### config.mk
export PLATFORM = sky130hd
export DESIGN_NAME = led_blinker_bank_flat
export DESIGN_NICKNAME = d
export VERILOG_FILES = /design/src/rtl/led_pkg.sv /design/src/rtl/led_blinker_bank_if.sv /design/src/rtl/led_blinker_bank_channel.sv /design/src/rtl/led_blinker_bank.sv /design/src/flat_wrapper.sv
export SDC_FILE = /design/constraint.sdc
export NUM_CORES = 1
export LEC_CHECK = 0
export ABC_AREA = 1
export CORE_ASPECT_RATIO = 1.2
export CORE_UTILIZATION = 57
export CTS_CLUSTER_DIAMETER = 50
export DETAILED_ROUTE_END_ITERATION = 8
export GPL_TIMING_DRIVEN = 0
export PLACE_DENSITY = 0.78
export SLEW_MARGIN = 20
export SYNTH_ARGS = -nofsm -noshare
export SYNTH_HDL_FRONTEND = slang
export SYNTH_HIERARCHICAL = 1
export SYNTH_SLANG_ARGS = --single-unit
### constraint.sdc
create_clock -name sys_clk -period 3.4 [get_ports sys_clk]
set_clock_uncertainty 0.1 [all_clocks]
set_input_delay 0.51 -clock sys_clk [delete_from_list [all_inputs] [get_ports sys_clk]]
set_output_delay 0.51 -clock sys_clk [all_outputs]
set_load 0.005 [all_outputs]
### src/rtl/led_pkg.sv
// Shared types and helpers for the LED blinker bank.
package led_pkg;

    typedef enum logic [1:0] {
        LED_OFF   = 2'd0,
        LED_ON    = 2'd1,
        LED_BLINK = 2'd2,
        LED_PULSE = 2'd3
    } led_mode_t;

    // A programmed half-period of zero behaves as one tick, so the
    // channel counter can never stall or wrap.
    function automatic int unsigned eff_half(input int unsigned half);
        return (half == 0) ? 1 : half;
    endfunction

endpackage

### src/rtl/led_blinker_bank_if.sv
// Configuration port of the LED blinker bank: write strobe, target channel,
// mode/half-period payload and the global phase resync.
interface led_blinker_bank_if #(
    parameter int unsigned NCH   = 8,
    parameter int unsigned CNT_W = 16
);
    import led_pkg::*;

    localparam int unsigned CH_W = (NCH > 1) ? $clog2(NCH) : 1;

    logic             cfg_we;
    logic [CH_W-1:0]  cfg_ch;
    led_mode_t        cfg_mode;
    logic [CNT_W-1:0] cfg_half;
    logic             sync;

    modport master (output cfg_we, cfg_ch, cfg_mode, cfg_half, sync);
    modport slave  (input  cfg_we, cfg_ch, cfg_mode, cfg_half, sync);

endinterface

### src/rtl/led_blinker_bank_channel.sv
// One LED channel: tick counter, phase bit, stored mode/half-period and the
// registered LED drive derived from the next-state values.
module led_channel
    import led_pkg::*;
#(
    parameter int unsigned CNT_W        = 16,
    parameter int unsigned DEFAULT_HALF = 500,
    parameter led_mode_t   DEFAULT_MODE = LED_BLINK
) (
    input  logic             sys_clk,
    input  logic             sys_rst_n,
    input  logic             tick,
    input  logic             wr,
    input  led_mode_t        wr_mode,
    input  logic [CNT_W-1:0] wr_half,
    input  logic             sync,
    output logic             led
);

    logic [CNT_W-1:0] cnt;
    logic [CNT_W-1:0] cnt_nxt;
    logic [CNT_W-1:0] half;
    logic [CNT_W-1:0] half_nxt;
    logic [CNT_W-1:0] last;
    logic             ph;
    logic             ph_nxt;
    led_mode_t        mode;
    led_mode_t        mode_nxt;
    logic             led_nxt;

    // Next state: a write or sync restarts the phase and swallows a coincident tick.
    always_comb begin
        mode_nxt = mode;
        half_nxt = half;
        cnt_nxt  = cnt;
        ph_nxt   = ph;
        last     = CNT_W'(eff_half(32'(half)) - 1);
        if (wr) begin
            mode_nxt = wr_mode;
            half_nxt = wr_half;
        end
        if (wr || sync) begin
            cnt_nxt = '0;
            ph_nxt  = 1'b0;
        end else if (tick) begin
            if (cnt == last) begin
                cnt_nxt = '0;
                ph_nxt  = ~ph;
            end else begin
                cnt_nxt = cnt + CNT_W'(1);
            end
        end
    end

    // LED drive from next-state so it lands on the same edge as cnt/ph.
    always_comb begin
        led_nxt = 1'b0;
        case (mode_nxt)
            LED_OFF:   led_nxt = 1'b0;
            LED_ON:    led_nxt = 1'b1;
            LED_BLINK: led_nxt = ph_nxt;
            LED_PULSE: led_nxt = ph_nxt && (cnt_nxt == '0);
            default:   led_nxt = 1'b0;
        endcase
    end

    // Channel state registers.
    always_ff @(posedge sys_clk or negedge sys_rst_n) begin
        if (!sys_rst_n) begin
            cnt  <= '0;
            ph   <= 1'b0;
            mode <= DEFAULT_MODE;
            half <= CNT_W'(DEFAULT_HALF);
            led  <= 1'b0;
        end else begin
            cnt  <= cnt_nxt;
            ph   <= ph_nxt;
            mode <= mode_nxt;
            half <= half_nxt;
            led  <= led_nxt;
        end
    end

endmodule

### src/rtl/led_blinker_bank.sv
// Bank of NCH independent LED drivers sharing one base-tick prescaler.
module led_blinker_bank
    import led_pkg::*;
#(
    parameter int unsigned NCH          = 8,
    parameter int unsigned CNT_W        = 16,
    parameter int unsigned PRESCALE     = 100000,
    parameter int unsigned DEFAULT_HALF = 500,
    parameter int unsigned DEFAULT_MODE = 2
) (
    input  logic               sys_clk,
    input  logic               sys_rst_n,
    led_blinker_bank_if.slave  cfg,
    output logic               tick,
    output logic [NCH-1:0]     led
);

    localparam int unsigned PS_W     = (PRESCALE > 2) ? $clog2(PRESCALE) : 1;
    localparam logic [PS_W-1:0] PS_LAST = PS_W'(PRESCALE - 1);
    localparam led_mode_t   DEF_MODE = led_mode_t'(2'(DEFAULT_MODE));

    logic [PS_W-1:0] presc;
    logic [NCH-1:0]  wr_sel;

    // Prescaler: sync restarts the count and suppresses the tick for that cycle.
    always_ff @(posedge sys_clk or negedge sys_rst_n) begin
        if (!sys_rst_n) begin
            presc <= '0;
            tick  <= 1'b0;
        end else if (cfg.sync) begin
            presc <= '0;
            tick  <= 1'b0;
        end else begin
            tick  <= (presc == PS_LAST);
            presc <= (presc == PS_LAST) ? '0 : presc + PS_W'(1);
        end
    end

    // Write decode: an index at or above NCH matches no channel and is dropped.
    always_comb begin
        wr_sel = '0;
        for (int unsigned i = 0; i < NCH; i++) begin
            wr_sel[i] = cfg.cfg_we && (32'(cfg.cfg_ch) == i);
        end
    end

    for (genvar g = 0; g < NCH; g++) begin : g_ch
        led_channel #(
            .CNT_W        (CNT_W),
            .DEFAULT_HALF (DEFAULT_HALF),
            .DEFAULT_MODE (DEF_MODE)
        ) u_ch (
            .sys_clk   (sys_clk),
            .sys_rst_n (sys_rst_n),
            .tick      (tick),
            .wr        (wr_sel[g]),
            .wr_mode   (cfg.cfg_mode),
            .wr_half   (cfg.cfg_half),
            .sync      (cfg.sync),
            .led       (led[g])
        );
    end

endmodule
### src/flat_wrapper.sv
// flat-port wrapper written by rule: the top's interface ports become plain ports
module led_blinker_bank_flat import led_pkg::*;
#(
    parameter int unsigned NCH          = 8,
    parameter int unsigned CNT_W        = 16,
    parameter int unsigned PRESCALE     = 100000,
    parameter int unsigned DEFAULT_HALF = 500,
    parameter int unsigned DEFAULT_MODE = 2
)
  (sys_clk, sys_rst_n, tick, led, cfg_cfg_we, cfg_cfg_ch, cfg_cfg_mode, cfg_cfg_half, cfg_sync);
  led_blinker_bank_if #(.NCH(NCH), .CNT_W(CNT_W)) cfg_i ();
  input  logic sys_clk;
  input  logic sys_rst_n;
  output logic tick;
  output logic [NCH-1:0] led;
  input wire logic [$bits(cfg_i.cfg_we)-1:0] cfg_cfg_we;
  input wire logic [$bits(cfg_i.cfg_ch)-1:0] cfg_cfg_ch;
  input wire logic [$bits(cfg_i.cfg_mode)-1:0] cfg_cfg_mode;
  input wire logic [$bits(cfg_i.cfg_half)-1:0] cfg_cfg_half;
  input wire logic [$bits(cfg_i.sync)-1:0] cfg_sync;
  assign cfg_i.cfg_we = cfg_cfg_we;
  assign cfg_i.cfg_ch = cfg_cfg_ch;
  assign cfg_i.cfg_mode = cfg_cfg_mode;
  assign cfg_i.cfg_half = cfg_cfg_half;
  assign cfg_i.sync = cfg_sync;
  led_blinker_bank #(.NCH(NCH), .CNT_W(CNT_W), .PRESCALE(PRESCALE), .DEFAULT_HALF(DEFAULT_HALF), .DEFAULT_MODE(DEFAULT_MODE)) u_core (.sys_clk(sys_clk), .sys_rst_n(sys_rst_n), .cfg(cfg_i), .tick(tick), .led(led));
endmodule
==> impl_metrics.ini <==
[run_status]
status = finished clean

[setup_path]
r2r_cells = 26
worstReg2RegEnd = u_core/g_ch[7].u_ch/led
crit_required_ps = 3770
r2r_slack_ps = 210
cp_max_fo = 10
crit_start = u_core/g_ch[7].u_ch/half[7]
cp-start-kind = flop
reg2reg_from = u_core/g_ch[7].u_ch/half[7]
critPathCaptureType = flop
critPathKind = flop to flop
arrival_ps = 3560

[timing]
finalCriticalPeriod_ps = 3193
fin_crit_sh_pct = 93.90
hold_viol_final = 0
slew_viol_final = 0
worst_pin_slew_ps = 910.1
finalWorstSetupSlack_ps = 207.4
relSlewSlack_pct = 39.14
clock.fmax_mhz = 313.2
finalSetupViolCount = 0

[finish]
seqCellArea_um2 = 7730
syn_to_final_growth_pct = 12.54
multi_input_area_um2 = 11020
antennaDiodeCount = 0
nets = 2948
drive_gt1_share_pct = 14.66
fillers = 2953
design_area_um2 = 23040

[route]
wl_per_cell_um = 15.28
route.vias.total = 18170
ant_nets = 0
dr.pass1.iters = 5
viasPerCell = 5.350
drc = 0
drt_wl_total_mm = 51.89
drt_first_iter_violations = 1223

[yosys]
synth_edf_count = 0
synth_top_area_share_pct = 30.56
yosysTopAreaCell = dfrtp_1
yosys.cell_types.count = 38
ys_warn_count = 6
syn-mean-instance-area_um2 = 7.254
synth_top_flop_cell = dfrtp_1
synth.area.top_cells = dfrtp_1 31%, nand2_1 14%, inv_1 7.6%
synth_fp_nets = 2864
seq_area_frac_synth_pct = 37.75
syn_area_um2 = 20470
synthArstFlopShare_pct = 100.0
ys_ff_latch = 306
syn_inst = 2822

[global_routing]
grt_overflow = 0
antenna_found_initial = 0
grt_pass1_vias = 17970
grt_pass1_wl_mm = 85.16
track_usage_pct = 28.70
grt_max_degree = 100

[power]
ir_drop_v = 0.0004570
power_leakage_nw = 11.31
powerDensity_nw_per_um2 = 494.3
finalPower_mw = 11.39

[floorplanning]
die_h_um = 209.6
std_cell_rows = 75
fp.dieArea_um2 = 36680
core_area_um2 = 35190
dieWidth_um = 175
start_util_pct = 58.18
boundaryPins = 34

[clock_tree]
clk_path_buf_depth = 3
cts_buffers = 36
h-tree-depth = 2
cts-root-buf = clkbuf_16
cts.sinks = 306
cts_tree = built
cts.reportedPaths.clkPinSlew_ps = 60
clock_latency_ps = 540

[flow_run]
max_cap_violations = 0

[place]
dpl_worst_slack_ps = -164.4
hpwlAfterDp_mm = 36.94
place.gp.congestion = 0.9064
port_buffers = 33
place_area_um2 = 21470

[hold_path]
min_path_type = input pin to asynchronous set/reset pin
==> cell usage in the layout, fill, tap and decap left out, types with 11 or more instances in the layout <==
| cell type | instances |
|---|---|
| inv_1 | 415 |
| nor2_2 | 57 |
| ha_1 | 11 |
| nand4_1 | 30 |
| nand2_4 | 23 |
| nand2_2 | 24 |
| clkdlybuf4s50_1 | 32 |
| nor3b_1 | 16 |
| xor2_1 | 75 |
| nand2_1 | 781 |
| nor3_2 | 16 |
| clkbuf_16 | 38 |
| nor3_1 | 26 |
| mux2_2 | 58 |
| buf_4 | 17 |
| clkbuf_1 | 27 |
| dfstp_2 | 56 |
| a21oi_1 | 56 |
| a31oi_1 | 16 |
| o21ai_0 | 180 |
| dfrtp_1 | 248 |
| nand3_1 | 153 |
| nand3b_1 | 29 |
| o21ai_1 | 22 |
| xnor2_1 | 49 |
| nor2_1 | 300 |
| nor2_4 | 54 |
==> routing by layer <==
metal / vias up / routed length [um] / global-route usage (%)
met5: - / 0 / 0
met4: 0 / 2314 / 13.61
met3: 134 / 2466 / 4.348
met2: 444 / 25700 / 50.04
met1: 8579 / 21410 / 34.66
li1: 9012 / - / -
==> critical path, stage by stage, from the launching register on <==
cell and delay (ps):
dfstp_2 580, nor2_1 80, nand2_2 110, nor2_2 70, nand2_4 90, nand2_1 70
inv_1 60, ha_2 200, nand2_4 90, nor2_4 130, nand2_1 70, nand2_1 80
nand2_1 60, nand2_1 50, nand2_1 80, nor2_1 130, nand3_1 130, nor2_4 150
nand3_4 120, buf_6 170, o21ai_2 50, nand2_1 60, nor2_1 140, nand2_1 90
nand2_1 60, nand2_1 40, nand2_1 60
==> what timing repair did <==
item	in CTS	in global routing
hold buffers	1	0
hold endpoints to repair	36	0
resized for setup	0	40
endpoints found under the setup margin	0	20
setup buffers	0	9
==> cell families after synthesis <==
group	after synthesis	synth area share (%)
buf+inv	481	9.308
mux	58	3.190
flops	306	37.75
xor+xnor	134	6.405
compound gates	307	8.055
fa+ha+maj	17	1.039
simple gates	1519	34.26
==> where the power goes <==
group / internal (mW) / switching, mW / leakage (nW)
clock: 2.59 / 1.62 / 0.643
combinational: 1.02 / 1.55 / 6.76
sequential: 4.14 / 0.460 / 3.91
total: 7.75 / 3.64 / 11.3
==> state kept, by name, summed over array words and instances, names as in the netlist <==
name and count:
u_core/g_ch.u_ch/mode 16, u_core/g_ch.u_ch/cnt 128, u_core/presc 17, u_core/tick 1, u_core/g_ch.u_ch/ph 8, u_core/g_ch.u_ch/led 8
u_core/g_ch.u_ch/half 128
==> how the worst max path moves through the flow <==
stage,to,slack [ps]
2_1_floorplan,u_core/g_ch[0].u_ch/led,720
3_3_place_gp,u_core/g_ch[6].u_ch/cnt[6],-11320
5_1_grt,u_core/g_ch[2].u_ch/led,-20
6_report,u_core/g_ch[7].u_ch/led,210
3_5_place_dp,u_core/g_ch[6].u_ch/led,-160
4_1_cts,u_core/g_ch[1].u_ch/led,140
==> cells in the mapped netlist, drive strengths merged (10+ instances only) <==
library cell / count
nor3b: 16
xnor3: 10
mux2: 58
clkbuf: 25
nor2: 411
nand3b: 29
nor3: 42
xnor2: 49
nand3: 161
o21ai: 212
xor2: 75
a21oi: 62
inv: 424
a31oi: 16
ha: 17
nand2: 828
nand4: 30
dfstp: 56
dfrtp: 250
buf: 24
==> layout make-up <==
cell class,count,share of cell area [%]
inverter,432,7.038
clock inverter,23,1.352
clock buffer,43,4.339
buffer,49,1.233
timing repair buffer,46,2.151
tap,462,2.509
multi-input combinational,2035,47.83
sequential,306,33.55
==> stage by stage <==
stage	TNS, ps	cells	hold slack [ps]	util (%)
final	0	3396	395.4	65.47
after CTS	0	3387	396.4	64.76
after detailed placement	-776.3	3320	347.9	61.01
after global routing	-27.13	3396	403.5	65.47
after floorplan	0	2822	114.4	-
after global placement	-3230100	3317	367.8	60.76
(Power assumes the default switching activity.)
